File: src/rtl/program_mem.sv
// program_mem: word-addressed program memory with a boot-image loader FSM and 1-cycle registered reads.
// Defining PROGRAM_MEM_PARITY_EN adds a stored even-parity bit per word and the parity_err read strobe.
module program_mem #(
    parameter int DATA_W   = 8,
    parameter int ADDR_W   = 5,
    parameter int BOOT_LEN = 18
) (
    input  logic              clock,
    input  logic              resetn,
    input  logic              init_req,
    output logic              init_busy,
    output logic              init_done,
    input  logic              we,
    input  logic              re,
    input  logic [ADDR_W-1:0] addr,
    input  logic [DATA_W-1:0] d,
    output logic [DATA_W-1:0] q,
`ifdef PROGRAM_MEM_PARITY_EN
    output logic              parity_err,
`endif
    output logic              q_valid
);
    localparam int DEPTH = 2**ADDR_W;
`ifdef PROGRAM_MEM_PARITY_EN
    localparam int MEM_W = DATA_W + 1;
`else
    localparam int MEM_W = DATA_W;
`endif
    localparam logic [ADDR_W-1:0] IDX_LAST = '1;

    typedef enum logic [1:0] {IDLE, LOAD, DONE} state_t;

    state_t            state_q;
    logic [ADDR_W-1:0] idx_q;
    logic              busy_q;
    logic              done_q;
    logic [DATA_W-1:0] q_q;
    logic              q_valid_q;
`ifdef PROGRAM_MEM_PARITY_EN
    logic              parity_err_q;
`endif
    logic [MEM_W-1:0]  mem_q [DEPTH];

    logic              loading;
    logic              rd_fire;
    logic [MEM_W-1:0]  rd_word;
    logic              wr_en_d;
    logic [ADDR_W-1:0] wr_addr_d;
    logic [MEM_W-1:0]  wr_word_d;

    // Boot image: the first 18 words are fixed; anything past BOOT_LEN or past word 17 is zero.
    function automatic logic [DATA_W-1:0] boot_word(input logic [ADDR_W-1:0] idx);
        int         i;
        logic [7:0] w;
        i = int'(idx);
        w = 8'h00;
        case (i)
            0:  w = 8'h80;
            1:  w = 8'h3E;
            2:  w = 8'h80;
            3:  w = 8'h3F;
            4:  w = 8'h1E;
            5:  w = 8'h7F;
            6:  w = 8'hB0;
            7:  w = 8'hCC;
            8:  w = 8'h1F;
            9:  w = 8'h7E;
            10: w = 8'h3F;
            11: w = 8'hC4;
            12: w = 8'h1E;
            13: w = 8'h7F;
            14: w = 8'h3E;
            15: w = 8'hC4;
            16: w = 8'h1E;
            17: w = 8'hFF;
            default: w = 8'h00;
        endcase
        if (i >= BOOT_LEN) w = 8'h00;
        return DATA_W'(w);
    endfunction

    function automatic logic [MEM_W-1:0] encode(input logic [DATA_W-1:0] w);
`ifdef PROGRAM_MEM_PARITY_EN
        return {^w, w};
`else
        return w;
`endif
    endfunction

    assign loading = (state_q == LOAD);
    assign rd_fire = !loading && re && !we;
    assign rd_word = mem_q[addr];

    // NOTE: every signal written here gets a default first so no latch is inferred.
    always_comb begin
        wr_en_d   = 1'b0;
        wr_addr_d = addr;
        wr_word_d = encode(d);
        if (loading) begin
            wr_en_d   = 1'b1;
            wr_addr_d = idx_q;
            wr_word_d = encode(boot_word(idx_q));
        end else if (we) begin
            wr_en_d   = 1'b1;
        end
    end

    // NOTE: the array has no reset on purpose; contents survive resetn, and a reset port would block RAM inference.
    always_ff @(posedge clock) begin
        if (wr_en_d) mem_q[wr_addr_d] <= wr_word_d;
    end

    // NOTE: sequential state uses non-blocking assignments so every flop samples pre-edge values.
    always_ff @(posedge clock or negedge resetn) begin
        if (!resetn) begin
            state_q <= IDLE;
            idx_q   <= '0;
            busy_q  <= 1'b0;
            done_q  <= 1'b0;
        end else begin
            case (state_q)
                IDLE, DONE: begin
                    if (init_req) begin
                        state_q <= LOAD;
                        idx_q   <= '0;
                        busy_q  <= 1'b1;
                        done_q  <= 1'b0;
                    end
                end
                LOAD: begin
                    if (idx_q == IDX_LAST) begin
                        state_q <= DONE;
                        idx_q   <= '0;
                        busy_q  <= 1'b0;
                        done_q  <= 1'b1;
                    end else begin
                        idx_q <= idx_q + ADDR_W'(1);
                    end
                end
                default: begin
                    state_q <= IDLE;
                    busy_q  <= 1'b0;
                    done_q  <= 1'b0;
                end
            endcase
        end
    end

    always_ff @(posedge clock or negedge resetn) begin
        if (!resetn) begin
            q_q          <= '0;
            q_valid_q    <= 1'b0;
`ifdef PROGRAM_MEM_PARITY_EN
            parity_err_q <= 1'b0;
`endif
        end else begin
            q_valid_q <= rd_fire;
            if (rd_fire) q_q <= rd_word[DATA_W-1:0];
`ifdef PROGRAM_MEM_PARITY_EN
            parity_err_q <= rd_fire && (rd_word[DATA_W] != ^rd_word[DATA_W-1:0]);
`endif
        end
    end

    assign init_busy = busy_q;
    assign init_done = done_q;
    assign q         = q_q;
    assign q_valid   = q_valid_q;
`ifdef PROGRAM_MEM_PARITY_EN
    assign parity_err = parity_err_q;
`endif

endmodule

File: config.mk
export PLATFORM = sky130hd
export DESIGN_NAME = program_mem
export DESIGN_NICKNAME = d
export VERILOG_FILES = /design/src/rtl/program_mem.sv
export SDC_FILE = /design/constraint.sdc
export NUM_CORES = 1
export LEC_CHECK = 0
export ABC_AREA = 1
export CORE_MARGIN = 2
export CORE_UTILIZATION = 25
export CTS_BUF_LIST = sky130_fd_sc_hd__clkbuf_8
export CTS_CLUSTER_DIAMETER = 100
export DETAILED_ROUTE_END_ITERATION = 7
export HOLD_SLACK_MARGIN = 0.12
export SYNTH_ARGS = -nofsm -noshare
export SYNTH_HDL_FRONTEND = slang
export SYNTH_SLANG_ARGS = --single-unit
File: constraint.sdc
create_clock -name clock -period 7.4 [get_ports clock]
set_clock_uncertainty 0.1 [all_clocks]
set_input_delay 1.11 -clock clock [delete_from_list [all_inputs] [get_ports clock]]
set_output_delay 1.11 -clock clock [all_outputs]
set_load 0.05 [all_outputs]
== Yosys cells after proc, flatten, opt, wreduce, memory -nomap -nowiden ==
Memories as Yosys holds them, arrays and structs flattened. A register that Yosys moved wholly into a read port is not among the register bits.
Cells that the tools add are included.
Operators by class
  order comparisons: 1
  reductions and logical operators: 10
  add/sub/neg operators: 1
  mux-type cells: 19
  eq/ne operators: 5
Operators by type and width (count)
  $mux 8: 2
  $mux 5: 3
  $pmux 5 s2: 1
  $mux 1: 8
  $add 5x1->5 const B: 1
  $eq 5x5->1 const B: 1
  $ge 5x5->1 const B: 1
  $mux 2: 2
  $pmux 1 s2: 2
  $pmux 2 s2: 1
  $reduce_and 2->1: 2
  $logic_not 1->1: 3
  $eq 2x1->1 const B: 1
  $eq 2x2->1 const B: 1
  $logic_and 1x1->1: 2
  $logic_not 2->1: 1
  $ne 2x1->1 const B: 1
  $ne 2x2->1 const B: 1
  $reduce_bool 2->1: 1
  $reduce_or 2->1: 1
Word-level totals
  memories kept: 2
  memory bits (read-only): 256
  flip-flop bits (word level): 10
  output and inout port bits: 11
  logic and storage cells: 43
  bits in writable memories: 256
Memories
  (name not given): depth 32, bits a word 8, rd ports 1, clocked after Yosys merged registers in 0, write ports 0, line 57  | case (i)
  mem_q: depth 32, bits a word 8, rd ports 1, clocked after Yosys merged registers in 1, write ports 1, line 42  | logic [MEM_W-1:0] mem_q [DEPTH];

== Logic depth before layout (Yosys ltp) ==
  word-level depth: 4
  gate-level depth with buffers: 11
  mapped depth without buffers: 9

== Worst setup path after synthesis ==
Ideal clock, no wire load.
  kind: reg2reg
  start: register idx_q[0]
  end: memory mem_q[0][3] (netlist name) (data pin)
  setup time: 454 ps
  cell stages (with the launch flop): 8
  arrival time: 2450 ps
  path buffers: 0
  setup slack: 4396 ps
  cell sequence: dfrtp_1 > inv_1 > ha_1 > nor2_1 > a21oi_1 > nor2_1 > o31ai_1 > o21ai_0
Between the ends
  word-level cells in the longest chain between the ends: 3
  elaborated cells on any way between the ends: 4
  classes of those cells: order compare (1); mux (2); memory (1)
RTL lines
  from (decl): line 34  | logic [ADDR_W-1:0] idx_q;
  from (signal assigned): line 137  | idx_q <= idx_q + ADDR_W'(1);
  $mem_v2 32x8 or $ge 5x5->1 (tied branches)
  $mux 8 *: line 78  | if (i >= BOOT_LEN) w = 8'h00;
  $mux 8 *: line 99  | if (loading) begin
  net wr_word_d[3]: line 49  | logic [MEM_W-1:0] wr_word_d;
  to (decl): line 42
Mark *: on every way through the listed nets, which the timed path passes. The rest lies on a longest branch.

== Worst setup path after layout ==
  start: input port addr[1]
  end: memory mem_q[2][7] (netlist name) (enable)
Between the ends
  word-level cells in the longest chain between the ends: 1
RTL lines
  from (decl): line 15  | input logic [ADDR_W-1:0] addr,
  $mux 5: line 99
Every way passes these cells.

==> run metrics <==
Setup TNS=0 ps; Synth Instances=1040; nets=1095; hold path cells=2; Main synth FF type=edfxtp_1; post-synth cell types=27; worst setup path category=in -> reg; most instantiated cells after synthesis=nand2_1 (370), edfxtp_1 (256), nand3_1 (224); Worst setup SP type=input pin; total track usage=0.119; initial antenna violation count=0; first-pass GRT wire length=43700 µm; EDFF count, synth=256; share of flip-flops with an asynchronous set or reset=0.0657; R2R depth=5; largest net degree at the start of global routing=107; DRC Markers=0; core box area=45500 µm²; maximum vdd drop=164 µV; most common cell in the netlist=nand2_1; Tot Pwr=4.59 mW; boundary pin count=29; fin util=0.290; row cnt=78; GPL Wtd Cong=0.850; f_max=0.259 GHz; Max Cap Violations=0; crit-path max cell delay=710 ps; Iteration-0 DRC Markers=727; Slew @ Worst Pin=1100 ps; slowest cell on the critical path=nor2_1; DR pass1 iterations=6; PD cells=347 nW/µm²; Slew HR=0.266; post-synthesis sequential area ratio=0.704; Wirelength per Cell=16.6 µm; Antenna diodes=0; synth top area cells=edfxtp_1 (66%), nand2_1 (12%), nand3_1 (9.7%); Finished Cell Area=13200 µm²; final WL=28300 µm; CTS Buf Count=44; RSZ-0062 raised after global routing=no; fin crit period=3870 ps; CP cell instances=buf_2 > buf_4 > inv_2 > o21ai_2 > nand3_1 > nor2_1; layout cell share with drive strength beyond 1=0.0771; final cell count without fillers=1702; area leader, netlist=edfxtp_1; Final Hold Viols=0; vias in the first global route=7455; CP Data Arrival Time=3950 ps; FF+latch count, synth=274; average vias per placed instance=4.52; Syn Nets=1066; final setup fails=0; outcome=complete, no violations; Max Fanout on Critical Path=65; WHS=385 ps; depth of the CTS H-tree=2; die area=48000 µm²; pre-CTS setup slack=2970 ps; P&R area growth vs syn=14.3%; cts repair resizes=0; Ys Warns=0; Avg Inst Size Synth=11.1 µm²; Clock Latency Late Sink=560 ps; setup repair bufs after CTS=0; number of routed nets with antenna violations=0; Starting Density=0.254; DP HPWL=17000 µm; Synth top area share=0.665; P_leak=4.83 nW; setup ws final=3530 ps; placed cell areas=12400 µm²; Required @ worst endpoint=7480 ps; root buffer cell=clkbuf_8; fin. max-slew vios=0; HP Class=reg -> reg; vias post-DR=7690; CTS Sinks=274; die height=219 µm; DIE WIDTH=219 µm; crit path capture type=flip-flop; TritonCTS clock tree=built; Max Buffers Root-to-Sink=3; Reg clk slew, reported paths=60 ps; Post-Synthesis Cell Area=11600 µm²; GRT Residual Overflow=0; period utilization=0.523; hold_buf cts=0; Post-Place Cells=1623; PortBufs=28
==> layout make-up <==
type | instances | area (µm²)
clock buffers | 47 | 647
well taps | 600 | 751
inverters | 25 | 95.1
multi-input cells | 684 | 3030
fillers | 4756 | 32300
flip-flops and latches | 274 | 8140
clock inverters | 32 | 183
repair buffers | 40 | 363
==> metal layers <==
layer	vias to the layer above	GRT usage	routed length [µm]
met5	-	0	0
met4	0	0.0430	756
met3	70	0.0205	1700
met2	264	0.189	13100
met1	3693	0.162	12700
li1	3663	-	-
==> final timing paths <==
| check | startpoint | end | slack [ps] |
|---|---|---|---|
| setup reg to reg | state_q[1] | mem_q[2][7] | 4710 |
| min in group asynchronous | resetn | q[4] | 950 |
| hold / removal | q[5] | q[5] | 380 |
| setup / recovery | addr[1] | mem_q[2][7] | 3530 |
| max in group asynchronous | resetn | idx_q[1] | 5730 |
| hold reg to reg | q[5] | q[5] | 380 |
==> registers in the layout (all words and copies together) (netlist names) <==
| name | count |
|---|---|
| idx_q | 5 |
| init_busy | 1 |
| init_done | 1 |
| mem_q | 256 |
| q | 8 |
| q_valid | 1 |
| state_q | 2 |
==> cell usage in the layout (no fill, tap or decap), drive strengths merged <==
| master | instances |
|---|---|
| a211oi | 1 |
| a21oi | 7 |
| a22o | 1 |
| a32o | 1 |
| buf | 14 |
| bufinv | 2 |
| clkbuf | 47 |
| clkdlybuf4s50 | 26 |
| clkinv | 14 |
| clkinvlp | 2 |
| dfrtp | 18 |
| edfxtp | 256 |
| ha | 8 |
| inv | 39 |
| nand2 | 371 |
| nand3 | 225 |
| nor2 | 48 |
| o21ai | 17 |
| o22ai | 2 |
| o31ai | 2 |
| xor2 | 1 |
==> logic make-up (layout without fill, tap and decap cells) <==
| family | after synthesis | in the layout | share of synthesized area |
|---|---|---|---|
| and+or+nand+nor | 644 | 644 | 0.235 |
| xor gates and xnor gates | 1 | 1 | 0.000758 |
| adders and majority gates | 8 | 8 | 0.00866 |
| AOI/OAI and AO/OA | 31 | 31 | 0.0163 |
| buffers and inverters | 82 | 144 | 0.0356 |
| DFF | 274 | 274 | 0.704 |
==> worst max-delay path: cells and delay by family <==
family                 cells  cell delay, ps
buffers and inverters      3            1240
AOI/OAI and AO/OA          1             370
and+or+nand+nor            2            1190
==> power breakdown <==
part           switching (mW)  total [mW]  internal [mW]
Sequential             0.0677        2.22           2.15
Combinational           0.910        1.14          0.226
Clock                   0.579        1.23          0.654
Note: power is estimated with default switching activity, not from simulation.
==> RTL change 1: new RTL, same flow settings <==
Encoding of `state_t`: now one-hot (3 bits for 3 states).
--- a/src/rtl/program_mem.sv
+++ b/src/rtl/program_mem.sv
@@ -29,5 +29,5 @@
     localparam logic [ADDR_W-1:0] IDX_LAST = '1;
 
-    typedef enum logic [1:0] {IDLE, LOAD, DONE} state_t;
+    typedef enum logic [2:0] {IDLE = 3'b001, LOAD = 3'b010, DONE = 3'b100} state_t;
 
     state_t            state_q;
Function: same outputs for any inputs over 4 cycles, from zero or initial values and one cycle with resetn low; so few cycles prove little.
==> RTL change 1 against the unedited design <==
  * Fmax increased by 6.7%
  * Cell count increased by 0.35%
  * Design area is 0.20% higher
  * Power shrank 12%
  * Via count up 1.3%
  * Setup slack improved by 0.24 ns
  * Clock power shrank 4%
  * Area after synthesis increased by 0.41%
  * Die area is 0.40% higher
  * Sequential share of layout area grew 0.076 points
  * Combinational power down 27%
  * Wire length increased by 4.6%
  * Sequential cell count up 1
  * Critical endpoint is now mem_q[30][1]
==> RTL change 1: results (changes against the unedited design) <==
stage,metric,value,unit,change
routing,M1 WL,12.5,mm,-1.2%
clock_network,total CTS buffers,43,,-2.3%
grt,GRT met1 Usage,15.7,%,-0.52 points
routing,initial DRC count,857,,+18%
pwr,Logic pwr share,20.7,%,-4.0 points
synth,"Seq/Total Area, Yosys",70.3,%,about the same
worst_setup_path,CP Max Fanout,17,,-74%
routing,Via density,4.56,,+0.91%
grt,pin count of the biggest net entering global routing,105,,-1.9%
synth,XOR/XNOR share of the synthesized area,0.151,%,+0.075 points
placed_design,Final HPWL DP,17.7,mm,+4.5%
grt,first-pass GRT wire length,44.7,mm,+2.4%
worst_setup_path,crit-path max cell delay,0.80,ns,+0.09 ns
min_path,hold_sp,init_busy,,
placed_design,pre-CTS setup slack,3.27,ns,+0.303 ns
status,status,"finished, final reports clean",,
placed_design,placed cells,1628,,+0.31%
placed_design,placed cell areas,12400,µm²,+0.45%
synth,Post-Synth Adder-Cell Area,0.647,%,-0.22 points
min_path,Hold EP,init_busy,,
routing,highest routed layer,met5,,
pwr,worst vdd ir,0.000137,V,-17%
pwr,Leakage,0.00484,µW,+0.19%
pwr,Power Internal,2750,µW,-9.3%
synth,"top cells by area, synth","edfxtp_1, nand2_1, nand3_1",,
grt,Total Routing Usage GR,12.2,%,+0.33 points
timing,Least-Margin Pin Slew,1.20,ns,+0.103 ns
cells_and_area,fillcell total,4682,,-1.6%
## RTL change 1: cell types whose count changed in the layout (fill, tap and decap cells not counted), moves of 3 or more
cell,unedited run,this run
inv_2,4,7
inv_1,35,26
a21oi_1,7,3
clkinv_1,11,17
nand3_2,1,4
o21ai_2,9,6
o21ai_0,7,3
nand2_1,369,382
nor2_1,47,44
## RTL change 1: layout make-up
class,count,area [µm²],area share (%)
Sequential cell,275,8160,61.7
Clock buffer,46,633,4.78
Inverter,23,87.6,0.662
Tap cell,600,751,5.67
Clock inverter,34,166,1.26
Timing Repair Buffer,39,355,2.68
Multi-Input combinational cell,691,3080,23.3
## RTL change 1: how the worst max path moves through the flow
stage / to / slack [ns] / startpoint
final: mem_q[30][1] / 3.78 / addr[3]
after global placement: mem_q[29][1] / 3.37 / addr[3]
after global routing: mem_q[14][3] / 3.58 / addr[3]
after detailed placement: mem_q[30][4] / 3.27 / addr[3]
after CTS: mem_q[30][6] / 3.83 / addr[3]
after floorplan: mem_q[0][3] / 4.36 / idx_q[0]
==> RTL change 2: new RTL, same settings <==
Without the edit above. Build with the macro `PROGRAM_MEM_PARITY_EN` defined.
--- a/src/rtl/program_mem.sv
+++ b/src/rtl/program_mem.sv
@@ -1,4 +1,6 @@
 // program_mem: word-addressed program memory with a boot-image loader FSM and 1-cycle registered reads.
 // Defining PROGRAM_MEM_PARITY_EN adds a stored even-parity bit per word and the parity_err read strobe.
+`define PROGRAM_MEM_PARITY_EN
+
 module program_mem #(
     parameter int DATA_W   = 8,
Function (old outputs only; new: parity_err): kept (Yosys induction, for registers that start in step).
==> RTL change 2 against the unedited design <==
  * Setup slack worse by 0.46 ns
  * Design area increased by 15%
  * Sequential share of layout area fell by 1.3 points
  * Area after synthesis up 15%
  * Highest routed layer unchanged
  * Power up 12%
  * Sequential cell count increased by 33
  * Worst hold slack improved by 0.0071 ns
  * Wire length rose by 22%
==> RTL change 2: results (changes against the unedited design) <==
stage,metric,value,unit,change
status,status,"finished, final reports clean",,
placed_design,GP Congestion,0.862,,+1.4%
clock_network,total CTS buffers,49,,+11%
worst_setup_path,crit-path max cell delay,1.12,ns,+0.41 ns
pwr,worst vdd ir,0.000195,V,+19%
worst_setup_path,CP Max Fanout,38,,-42%
routing,WL per Instance,17.3,µm,+4.2%
synth,Post-synth EDFFs,288,,+13%
routing,initial DRC count,851,,+17%
grt,Total Routing Usage GR,12.5,%,+0.60 points
placed_design,IO Port Bufs,29,,+3.6%
synth,"Seq/Total Area, Yosys",68.8,%,-1.6 points
clock_network,postcts setup bufs,0,,unchanged
grt,pin count of the biggest net entering global routing,84,,-21%
placed_design,pre-CTS setup slack,2.54,ns,-0.434 ns
routing,DR pass1 iterations,5,,-1
cells_and_area,layout cells sized above 1,6.65,%,-1.1 points
placed_design,placed cell areas,14200,µm²,+15%
cells_and_area,# nets final,1296,,+18%
timing,Least-Margin Pin Slew,1.22,ns,+0.121 ns
synth,"top cells by area, synth","edfxtp_1, nand2_1, nand3_1",,
cells_and_area,fillcell total,5420,,+14%
worst_setup_path,Worst Path Arrival,4.69,ns,+0.74 ns
synth,leading cell types by count after synthesis,"nand2_1, edfxtp_1, nand3_1",,
pwr,sw power,1750,µW,+12%
pwr,Leakage,0.00561,µW,+16%
routing,drt total wl,34.5,mm,+22%
synth,Post-Syn Instances,1238,,+19%
placed_design,Final HPWL DP,20.5,mm,+21%
placed_design,placed cells,1907,,+17%
grt,first-pass GRT wire length,52.4,mm,+20%
synth,Yosys cell types,25,,-7.4%
RTL change 2: cell families (layout without fill, tap and decap cells):
logic type | count (synthesis) | count (layout) | synth area share (%)
AOI/OAI and AO/OA | 70 | 70 | 2.99
xor gates and xnor gates | 13 | 13 | 0.858
adders and majority gates | 8 | 8 | 0.754
buffers and inverters | 88 | 158 | 3.27
DFF | 307 | 307 | 68.8
and+or+nand+nor | 752 | 752 | 23.4
RTL change 2: power by group through the flow:
stage          sequential (µW)  clock, µW  combinational [µW]
4_1_cts                   2500       1360                1330
6_report                  2500       1330                1320
2_1_floorplan             2620          0                 666
3_3_place_gp              2530          0                1300
5_1_grt                   2510       1430                1440
3_5_place_dp              2530          0                1320
RTL change 2: final cells by class:
type                    instances  area share, %
clock buffers                  51           4.64
clock inverters                38           1.22
inverters                      23          0.587
multi-input cells             843           24.8
flip-flops and latches        307           60.3
well taps                     688           5.69
repair buffers                 46           2.71
RTL change 2: per-layer routing:
metal / vias to the layer above / share of wire (%) / GRT usage [%]
met5: - / 0 / 0
met4: 0 / 3.0 / 4.83
met3: 66 / 5.7 / 2.05
met2: 308 / 49 / 20.9
met1: 4453 / 42 / 16.2
li1: 4346 / - / -
RTL change 2: path summary, 6_finish.rpt:
path / start / to / slack (ns) / cells past startpoint
worst max-delay path: addr[2] / parity_err / 3.08 / 15
max in group asynchronous: resetn / idx_q[2] / 5.63 / 1
worst max register to register: state_q[1] / mem_q[6][1] / 3.58 / 5
worst min-delay path: init_done / init_done / 0.39 / 2
min in group asynchronous: resetn / q[1] / 0.97 / 1
worst min register to register: init_done / init_done / 0.39 / 2
RTL change 2: worst register-to-register path, stage by stage, from the launching register on:
cell     delay (ns)
dfrtp_1        0.38
nor2_1         0.37
inv_1          0.56
o21ai_0        0.51
nand3_1        0.54
nor2_1         0.98
